===== src/rtl/div_pkg.sv =====
`default_nettype none
// ============================================================================
// Module      : div_pkg
// Description : Shared state encoding and constants for the sequential
//               signed divider (div_sequencer / div_step).
// Revision    : 1.0 - initial release
// ============================================================================
package div_pkg;

    // Default operand width of the divider datapath
    localparam int DEF_WIDTH = 32;

    // Number of restoring iterations for a full-width quotient
    localparam int ITER_COUNT = 32;

    // Quotient reported for a divide by zero
    localparam logic [31:0] Q_DIV0 = 32'hFFFF_FFFF;

    // Most negative operand; INT_MIN / -1 wraps back to INT_MIN
    localparam logic [31:0] INT_MIN = 32'h8000_0000;

    // Controller states
    typedef enum logic [1:0] {
        ST_IDLE = 2'd0,
        ST_ITER = 2'd1,
        ST_FIX  = 2'd2,
        ST_DONE = 2'd3
    } div_state_t;

endpackage
`default_nettype wire


===== src/rtl/div_step.sv =====
`default_nettype none
// ============================================================================
// Module      : div_step
// Description : One combinational restoring-division step. Shifts {P, Q}
//               left by one, subtracts the divisor magnitude from P when it
//               fits and records the outcome in the new quotient LSB.
// Revision    : 1.0 - initial release
// ============================================================================
module div_step
    import div_pkg::*;
#(
    parameter int WIDTH = DEF_WIDTH
) (
    input  logic [WIDTH-1:0] p_in,
    input  logic [WIDTH-1:0] q_in,
    input  logic [WIDTH:0]   divisor,
    output logic [WIDTH-1:0] p_out,
    output logic [WIDTH-1:0] q_out
);

    // Partial remainder after the shift; one extra bit so the compare against
    // a divisor magnitude of 2^(WIDTH-1) never overflows
    logic [WIDTH:0] shifted;
    logic           fits;

    // Shift, trial-compare and conditionally subtract. The remainder after a
    // successful subtract is below the divisor, so it always fits in WIDTH bits.
    always_comb begin
        shifted = {p_in, q_in[WIDTH-1]};
        fits    = (shifted >= divisor);
        p_out   = fits ? WIDTH'(shifted - divisor) : shifted[WIDTH-1:0];
        q_out   = {q_in[WIDTH-2:0], fits};
    end

endmodule
`default_nettype wire


===== src/rtl/div_sequencer.sv =====
`default_nettype none
// ============================================================================
// Module      : div_sequencer
// Description : Multi-cycle signed divide controller. Restoring division on
//               operand magnitudes, one quotient bit per clock, followed by a
//               sign fix-up cycle. Quotient truncates toward zero, remainder
//               takes the sign of the dividend. z = {remainder, quotient}.
// Revision    : 1.0 - initial release
// ============================================================================
module div_sequencer
    import div_pkg::*;
#(
    parameter int WIDTH = DEF_WIDTH
) (
    input  logic               clk,
    input  logic               clr_n,
    input  logic               start,
    input  logic               abort,
    input  logic [WIDTH-1:0]   a,
    input  logic [WIDTH-1:0]   b,
    output logic               busy,
    output logic               done,
    output logic               div_by_zero,
    output logic [2*WIDTH-1:0] z
);

    localparam int              CNT_W    = $clog2(WIDTH);
    localparam logic [CNT_W-1:0] LAST_CNT = CNT_W'(WIDTH - 1);

    div_state_t       state;
    div_state_t       state_next;

    // Iteration counter and restoring-division working registers
    logic [CNT_W-1:0] count;
    logic [WIDTH-1:0] p;          // partial remainder magnitude
    logic [WIDTH-1:0] q;          // dividend magnitude shifting into quotient
    logic [WIDTH:0]   dmag;       // divisor magnitude, wide enough for |INT_MIN|
    logic             sign_q;
    logic             sign_r;
    logic             zero;

    // Combinational helpers
    logic [WIDTH-1:0] a_mag;
    logic [WIDTH:0]   b_ext;
    logic [WIDTH:0]   b_mag;
    logic [WIDTH-1:0] p_step;
    logic [WIDTH-1:0] q_step;
    logic [WIDTH-1:0] q_fix;
    logic [WIDTH-1:0] r_fix;

    // Operand magnitudes. |INT_MIN| is 2^(WIDTH-1), which is still correct as
    // an unsigned WIDTH-bit dividend; the divisor is kept one bit wider.
    always_comb begin
        a_mag = a[WIDTH-1] ? -a : a;
        b_ext = {b[WIDTH-1], b};
        b_mag = b_ext[WIDTH] ? -b_ext : b_ext;
    end

    div_step #(
        .WIDTH   (WIDTH)
    ) u_div_step (
        .p_in    (p),
        .q_in    (q),
        .divisor (dmag),
        .p_out   (p_step),
        .q_out   (q_step)
    );

    // Sign restoration of the raw magnitudes. A zero divisor leaves the
    // dividend in P (so r == a falls out naturally) but Q needs overriding.
    // INT_MIN / -1 needs no special path: the magnitude quotient 2^(WIDTH-1)
    // with a positive sign already reads back as INT_MIN and P is zero.
    always_comb begin
        q_fix = sign_q ? -q : q;
        r_fix = sign_r ? -p : p;
        if (zero) begin
            q_fix = WIDTH'(Q_DIV0);
        end
    end

    // State register
    always_ff @(posedge clk or negedge clr_n) begin
        if (!clr_n) begin
            state <= ST_IDLE;
        end else begin
            state <= state_next;
        end
    end

    // Next-state decode and status outputs; abort takes priority over the
    // ITER->FIX and FIX->DONE transitions
    always_comb begin
        state_next = state;
        busy       = 1'b0;
        done       = 1'b0;
        case (state)
            ST_IDLE: begin
                if (start) begin
                    state_next = ST_ITER;
                end
            end
            ST_ITER: begin
                busy = 1'b1;
                if (abort) begin
                    state_next = ST_IDLE;
                end else if (count == LAST_CNT) begin
                    state_next = ST_FIX;
                end
            end
            ST_FIX: begin
                busy = 1'b1;
                if (abort) begin
                    state_next = ST_IDLE;
                end else begin
                    state_next = ST_DONE;
                end
            end
            ST_DONE: begin
                busy       = 1'b1;
                done       = 1'b1;
                state_next = ST_IDLE;
            end
            default: begin
                state_next = ST_IDLE;
            end
        endcase
    end

    // Datapath: operand capture, one restoring step per ITER cycle, result
    // and flag registration in FIX (skipped when the operation is aborted)
    always_ff @(posedge clk or negedge clr_n) begin
        if (!clr_n) begin
            count       <= '0;
            p           <= '0;
            q           <= '0;
            dmag        <= '0;
            sign_q      <= 1'b0;
            sign_r      <= 1'b0;
            zero        <= 1'b0;
            z           <= '0;
            div_by_zero <= 1'b0;
        end else begin
            case (state)
                ST_IDLE: begin
                    if (start) begin
                        q      <= a_mag;
                        dmag   <= b_mag;
                        p      <= '0;
                        count  <= '0;
                        sign_q <= a[WIDTH-1] ^ b[WIDTH-1];
                        sign_r <= a[WIDTH-1];
                        zero   <= (b == '0);
                    end
                end
                ST_ITER: begin
                    if (!abort) begin
                        p     <= p_step;
                        q     <= q_step;
                        count <= count + CNT_W'(1);
                    end
                end
                ST_FIX: begin
                    if (!abort) begin
                        z           <= {r_fix, q_fix};
                        div_by_zero <= zero;
                    end
                end
                default: begin
                end
            endcase
        end
    end

endmodule
`default_nettype wire


===== config.mk =====
export PLATFORM = sky130hd
export DESIGN_NAME = div_sequencer
export DESIGN_NICKNAME = d
export VERILOG_FILES = /design/src/rtl/div_pkg.sv /design/src/rtl/div_step.sv /design/src/rtl/div_sequencer.sv
export SDC_FILE = /design/constraint.sdc
export NUM_CORES = 1
export LEC_CHECK = 0
export CORE_MARGIN = 2
export CORE_UTILIZATION = 58
export CTS_CLUSTER_DIAMETER = 120
export DETAILED_ROUTE_END_ITERATION = 6
export GPL_TIMING_DRIVEN = 0
export PLACE_DENSITY = 0.86
export SLEW_MARGIN = 20
export SYNTH_ARGS = -nofsm -noshare
export SYNTH_HDL_FRONTEND = slang
export SYNTH_HIERARCHICAL = 1
export SYNTH_SLANG_ARGS = --single-unit
export TNS_END_PERCENT = 1

===== constraint.sdc =====
create_clock -name clk -period 3.6 [get_ports clk]
set_input_delay 0.72 -clock clk [delete_from_list [all_inputs] [get_ports clk]]
set_output_delay 0.72 -clock clk [all_outputs]
set_load 0.005 [all_outputs]

# Word level (Yosys, flattened, before mapping)
# Cells that the tools add are included.
[op_classes] eq_ne=7 order_cmp=1 muxes=22 add_sub_neg=6 n_reduce_logical=8 n_bitwise=2
[ops] op="$mux 32" n=9
[ops] op="$pmux 32 s2" n=2
[ops] op="$neg 32->32" n=3
[ops] op="$ge 33x33->1" n=1
[ops] op="$mux 33" n=1
[ops] op="$neg 33->33" n=1
[ops] op="$logic_not 32->1" n=1
[ops] op="$sub 32x32->32" n=1
[ops] op="$mux 5" n=2
[ops] op="$pmux 5 s2" n=1
[ops] op="$mux 2" n=4
[ops] op="$pmux 2 s4" n=1
[ops] op="$reduce_and 2->1" n=3
[ops] op="$add 5x1->5 const B" n=1
[ops] op="$eq 5x5->1 const B" n=1
[ops] op="$eq 2x2->1 const B" n=2
[ops] op="$ne 2x2->1 const B" n=2
[ops] op="$ne 3x3->1 const B" n=1
[ops] op="$reduce_and 3->1" n=1
[ops] op="$reduce_or 3->1" n=1
[ops] op="$eq 2x1->1 const B" n=1
[ops] op="$logic_not 2->1" n=1
[ops] op="$mux 1" n=2
[ops] op="$reduce_bool 2->1" n=1
[ops] op="other kinds (2)" n=2
[totals] in_bits=68 output_inout_bits=67 wordCells=56 regBits=172

# Logic depth before layout (Yosys ltp)
[depth] depth_word=4 mapped_depth=15 ltp_nobuf=13

# Cells and area by module
# Netlist, hierarchy kept.
[by_module_without_submodules] module="div_sequencer" cells_each=1050 area_each_um2=9501.6 seq_area_each_um2=4304.1 instances=1
[by_module_without_submodules] module="div_step" cells_each=377 area_each_um2=2766.4 seq_area_each_um2=0.0 instances=1

# Worst setup path after synthesis
# No wires, ideal clock.
[synth_timing] kind="reg2reg" start="register p[3]" end="register p[22]" path_slack_ns=0.693 required_ns=3.467 n_path_buf=2 synth_period_minus_slack_ns=2.907 arrival_ns=2.774 stages_incl_launch_ff=14 setup_time_ns=0.133 path_cell_list="dfrtp_1 > ha_1 > a21o_1 > or3_4 > o21ai_4 > nand4_4 > a21boi_4 > o21ai_2 > a31o_1 > buf_6 > buf_8 > mux2_4 > nand2_1 > o21ai_0"
[synth_between] elab_chain_cells=4 elab_cells_between_ends=5 cone_classes="1 x add/sub; 1 x order compare; 3 x mux"
[synth_lines] item="from (decl)" line_no="div_sequencer.sv:35" text="logic [WIDTH-1:0] p;"
[synth_lines] item="from (signal assigned)" line_no="div_sequencer.sv:157" text="p <= p_step;"
[synth_lines] item="$sub 32x32->32 / $ge 33x33->1 (equally long branches)" line_no="div_step.sv:31, div_step.sv:30"
[synth_lines] item="$mux 32 (*)" line_no="div_step.sv:31" text="p_out = fits ? WIDTH'(shifted - divisor) : shifted[WIDTH-1:0];"
[synth_lines] item="named net p_step[22]" line_no="div_sequencer.sv:46" text="logic [WIDTH-1:0] p_step;"
[synth_lines] item="$mux 32 (*)" line_no="div_sequencer.sv:156" text="if (!abort) begin"
[synth_lines] item="$pmux 32 s2 (*)" line_no="div_sequencer.sv:143" text="case (state)"
# Mark *: on every way through the listed nets, which the timed path passes. The rest lies on a longest branch. The select of a mux whose other input is x is not followed.
# A chain may end at the register's enable or synchronous reset.

# Worst setup path after layout
[layout_timing] start="register q[31]" end="register p[28]"
[layout_between] elab_chain_cells=4 elab_cells_between_ends=5 cone_classes="1 x add/sub; 1 x order compare; 3 x mux"
[layout_lines] item="from (decl)" line_no="div_sequencer.sv:36" text="logic [WIDTH-1:0] q;"
[layout_lines] item="from (signal assigned)" line_no="div_sequencer.sv:146" text="q <= a_mag;"
[layout_lines] item="from (signal assigned)" line_no="div_sequencer.sv:158" text="q <= q_step;"
[layout_lines] item="$sub 32x32->32 / $ge 33x33->1 (equally long branches)" line_no="div_step.sv:31, div_step.sv:30"
[layout_lines] item="$mux 32 (*)" line_no="div_step.sv:31"
[layout_lines] item="named net p_step[28]" line_no="div_sequencer.sv:46"
[layout_lines] item="$mux 32 (*)" line_no="div_sequencer.sv:156"
[layout_lines] item="$pmux 32 s2 (*)" line_no="div_sequencer.sv:143"
# Marks and branches as above.

==> results.sh <==
export IMPL_status="complete, no violations"
export IMPL_design_die_area_mm2=0.0223
export IMPL_grt_use_total_pct=30.5
export IMPL_p_per_area_mw_per_mm2=713
export IMPL_rows=53
export IMPL_design_area_mm2=0.0145
export IMPL_clockBufferDepth=2
export IMPL_dr_pass1_iters=5
export IMPL_ctsResizeCount=0
export IMPL_syn_area_per_cell_um2=8.60
export IMPL_p_leak_nw=6.26
export IMPL_fin_hold_ws_ps=241
export IMPL_cts_tree="yes"
export IMPL_yosys_cell_types_count=87
export IMPL_ioPinCount=135
export IMPL_chipHeight_um=149
export IMPL_numPortBuffers=133
export IMPL_routed_wl_mm=33.4
export IMPL_num_vias=11100
export IMPL_finalNetCount=1688
export IMPL_synthTopCellsByCount="nand2_1, dfrtp_1, o21ai_0"
export IMPL_drc_errors=0
export IMPL_clk_latency_ps=430
export IMPL_core_area_mm2=0.0209
export IMPL_yosysSeqAreaShare_pct=35.1
export IMPL_setup_viol=0
export IMPL_rsz0062_at_grt="no"
export IMPL_dr_first_iter_drc_count=1146
export IMPL_post_cts_setup_buffers=0
export IMPL_netlist_instances=1427
export IMPL_regArea_mm2=0.00430
export IMPL_htree_levels=4
export IMPL_clock_sinks=172
export IMPL_final_max_slew_viol_count=0
export IMPL_ctsRootBufferMaster="clkbuf_16"
export IMPL_max_slew_margin_pct=47.0
export IMPL_peakVddDrop_mv=0.396
export IMPL_chipWidth_um=149
export IMPL_syn_num_nets=1535
export IMPL_grt_pass1_wl_mm=54.2
export IMPL_diodes=0
export IMPL_ys_warn_count=6
export IMPL_max_cap_violations=0
export IMPL_multiInputGateArea_mm2=0.00716
export IMPL_place_area_mm2=0.0140
export IMPL_antenna_found_initial=0
export IMPL_synth_ff_type="dfrtp_1"
export IMPL_worstPathArrival_ps=3730
export IMPL_ys_top_cells_by_area="dfrtp_1, xor2_1, o21ai_0"
export IMPL_worst_setup_path_start_kind="flop"
export IMPL_worstMarginPinSlew_ps=787
export IMPL_r2r_slack_ps=170
export IMPL_cp_required_ps=3900
export IMPL_crit_fanout=3
export IMPL_synth_top_area_share_pct=35.1
export IMPL_hpwlAfterDp_mm=26.0
export IMPL_first_global_vias=10600
export IMPL_wl_per_cell_um=17.9
export IMPL_critPathCaptureType="flop"
export IMPL_min_path_type="in2async"
export IMPL_period_share_pct=95.2
export IMPL_synth_edf_count=0
export IMPL_synthArstFlopShare_pct=100
export IMPL_hold_violations=0
export IMPL_globalplace_congestion=0.992
export IMPL_netlist_area_mm2=0.0123
export IMPL_max_freq_mhz=292
export IMPL_clk_pin_slew_ps=70
export IMPL_fin_crit_ps=3430
export IMPL_cts_made_buffers=17
export IMPL_start_util_pct=58.7
export IMPL_worstSetupPathType="reg2reg"
export IMPL_grt_max_degree=94
export IMPL_area_growth_syn_to_layout_pct=18.3
export IMPL_total_power_mw=10.4
export IMPL_clock_skew_ps=11.0
export IMPL_synth_seq_cells=172
export IMPL_grt_remaining_overflow=0
export IMPL_drive_gt1_share_pct=9.36
export IMPL_hold_buffers=0
export IMPL_final_util_pct=69.5
export IMPL_synth_top_area_cell="dfrtp_1"
export IMPL_synth_most_common_cell="nand2_1"
export IMPL_ant_nets=0
export IMPL_fill_cells=1666
export IMPL_vias_per_cell=5.96
final cells by class:
class	count	share of cell area, %
buffer	104	4.02
sequential	172	29.7
inverter	60	1.55
clock inverter	9	0.595
timing repair buffer	134	9.39
tap	275	2.37
multi-input combinational	1091	49.3
clock buffer	22	3.13
state kept, by name (all words and copies together) (netlist names), 2 cells and up:
register	count
state	2
q	32
z	64
dmag	33
p	32
count	5
worst max-delay path, cell delays in order (launching register included):
cell and delay [ps]:
dfrtp_1 420, inv_1 90, ha_1 240, fa_1 410
nor2b_1 190, o2111ai_1 170, a211oi_1 350, o31ai_2 160
o31ai_1 460, a21boi_0 210, xnor2_1 180, mux2_4 270
nand2_1 60, o21ai_0 80
path summary, 6_finish.rpt:
kind,start,to,depth (start not counted)
setup reg to reg,q[31]$_DFFE_PN0P_,p[28]$_DFFE_PN0P_,13
hold reg to reg,z[51]$_DFFE_PN0N_,z[51]$_DFFE_PN0N_,2
min in group clk,z[51]$_DFFE_PN0N_,z[51]$_DFFE_PN0N_,2
max in group asynchronous,clr_n,z[22]$_DFFE_PN0N_,2
hold / removal,clr_n,dmag[8]$_DFFE_PN0P_,1
setup / recovery,q[31]$_DFFE_PN0P_,p[28]$_DFFE_PN0P_,13
metal layers:
metal,part of all wire [%],GRT usage [%],vias to the layer above
met5,0,0,-
met4,1.4,8.71,0
met3,8.5,6.34,45
met2,45,46.8,453
met1,45,43.8,5300
li1,-,-,5335
stage by stage:
step | setup WS (ps) | TNS (ps) | instances
2_1_floorplan | 693 | 0 | 1427
3_3_place_gp | -4960 | -850670 | 1835
3_5_place_dp | 323 | 0 | 1836
4_1_cts | 306 | 0 | 1867
5_1_grt | 47.9 | 0 | 1867
6_report | 173 | 0 | 1867
power breakdown:
group          leakage, nW  switching (mW)  internal [mW]
clock                0.261           0.775          0.970
sequential            2.10           0.655           2.31
combinational         3.91            2.97           2.68
logic make-up (layout without fill, tap and decap cells):
| logic type | after synthesis | in the layout | share of synthesized area (%) |
|---|---|---|---|
| mux | 42 | 42 | 4.50 |
| compound gates | 399 | 399 | 20.5 |
| xor+xnor | 142 | 142 | 10.1 |
| flops | 172 | 172 | 35.1 |
| buf+inv | 164 | 329 | 6.59 |
| fa+ha+maj | 40 | 40 | 4.14 |
| simple gates | 468 | 468 | 19.1 |
layout by cell type (no fill, tap or decap), types with 10 or more instances in the layout:
cell type        synthesis  routed
nand2_1                208     208
dfrtp_1                172     172
o21ai_0                162     162
clkdlybuf4s50_1          0     132
xor2_1                 109     109
nor2_1                  94      94
a21oi_1                 85      85
inv_1                   60      60
clkbuf_1                54      58
o31ai_1                 42      42
ha_1                    39      39
xnor2_1                 33      33
buf_4                   32      32
mux2_4                  25      25
nor3_1                  23      23
or3_1                   20      20
clkbuf_16                0      17
nand4_1                 16      16
nand3_1                 15      15
nor4_1                  14      14
a31oi_1                 13      13
mux2i_1                 12      12
o41ai_2                 12      12
a21o_1                  12      12
o41ai_1                 11      11
o211ai_1                11      11
nor2b_1                 10      10
Note: power is estimated with default switching activity, not from simulation.
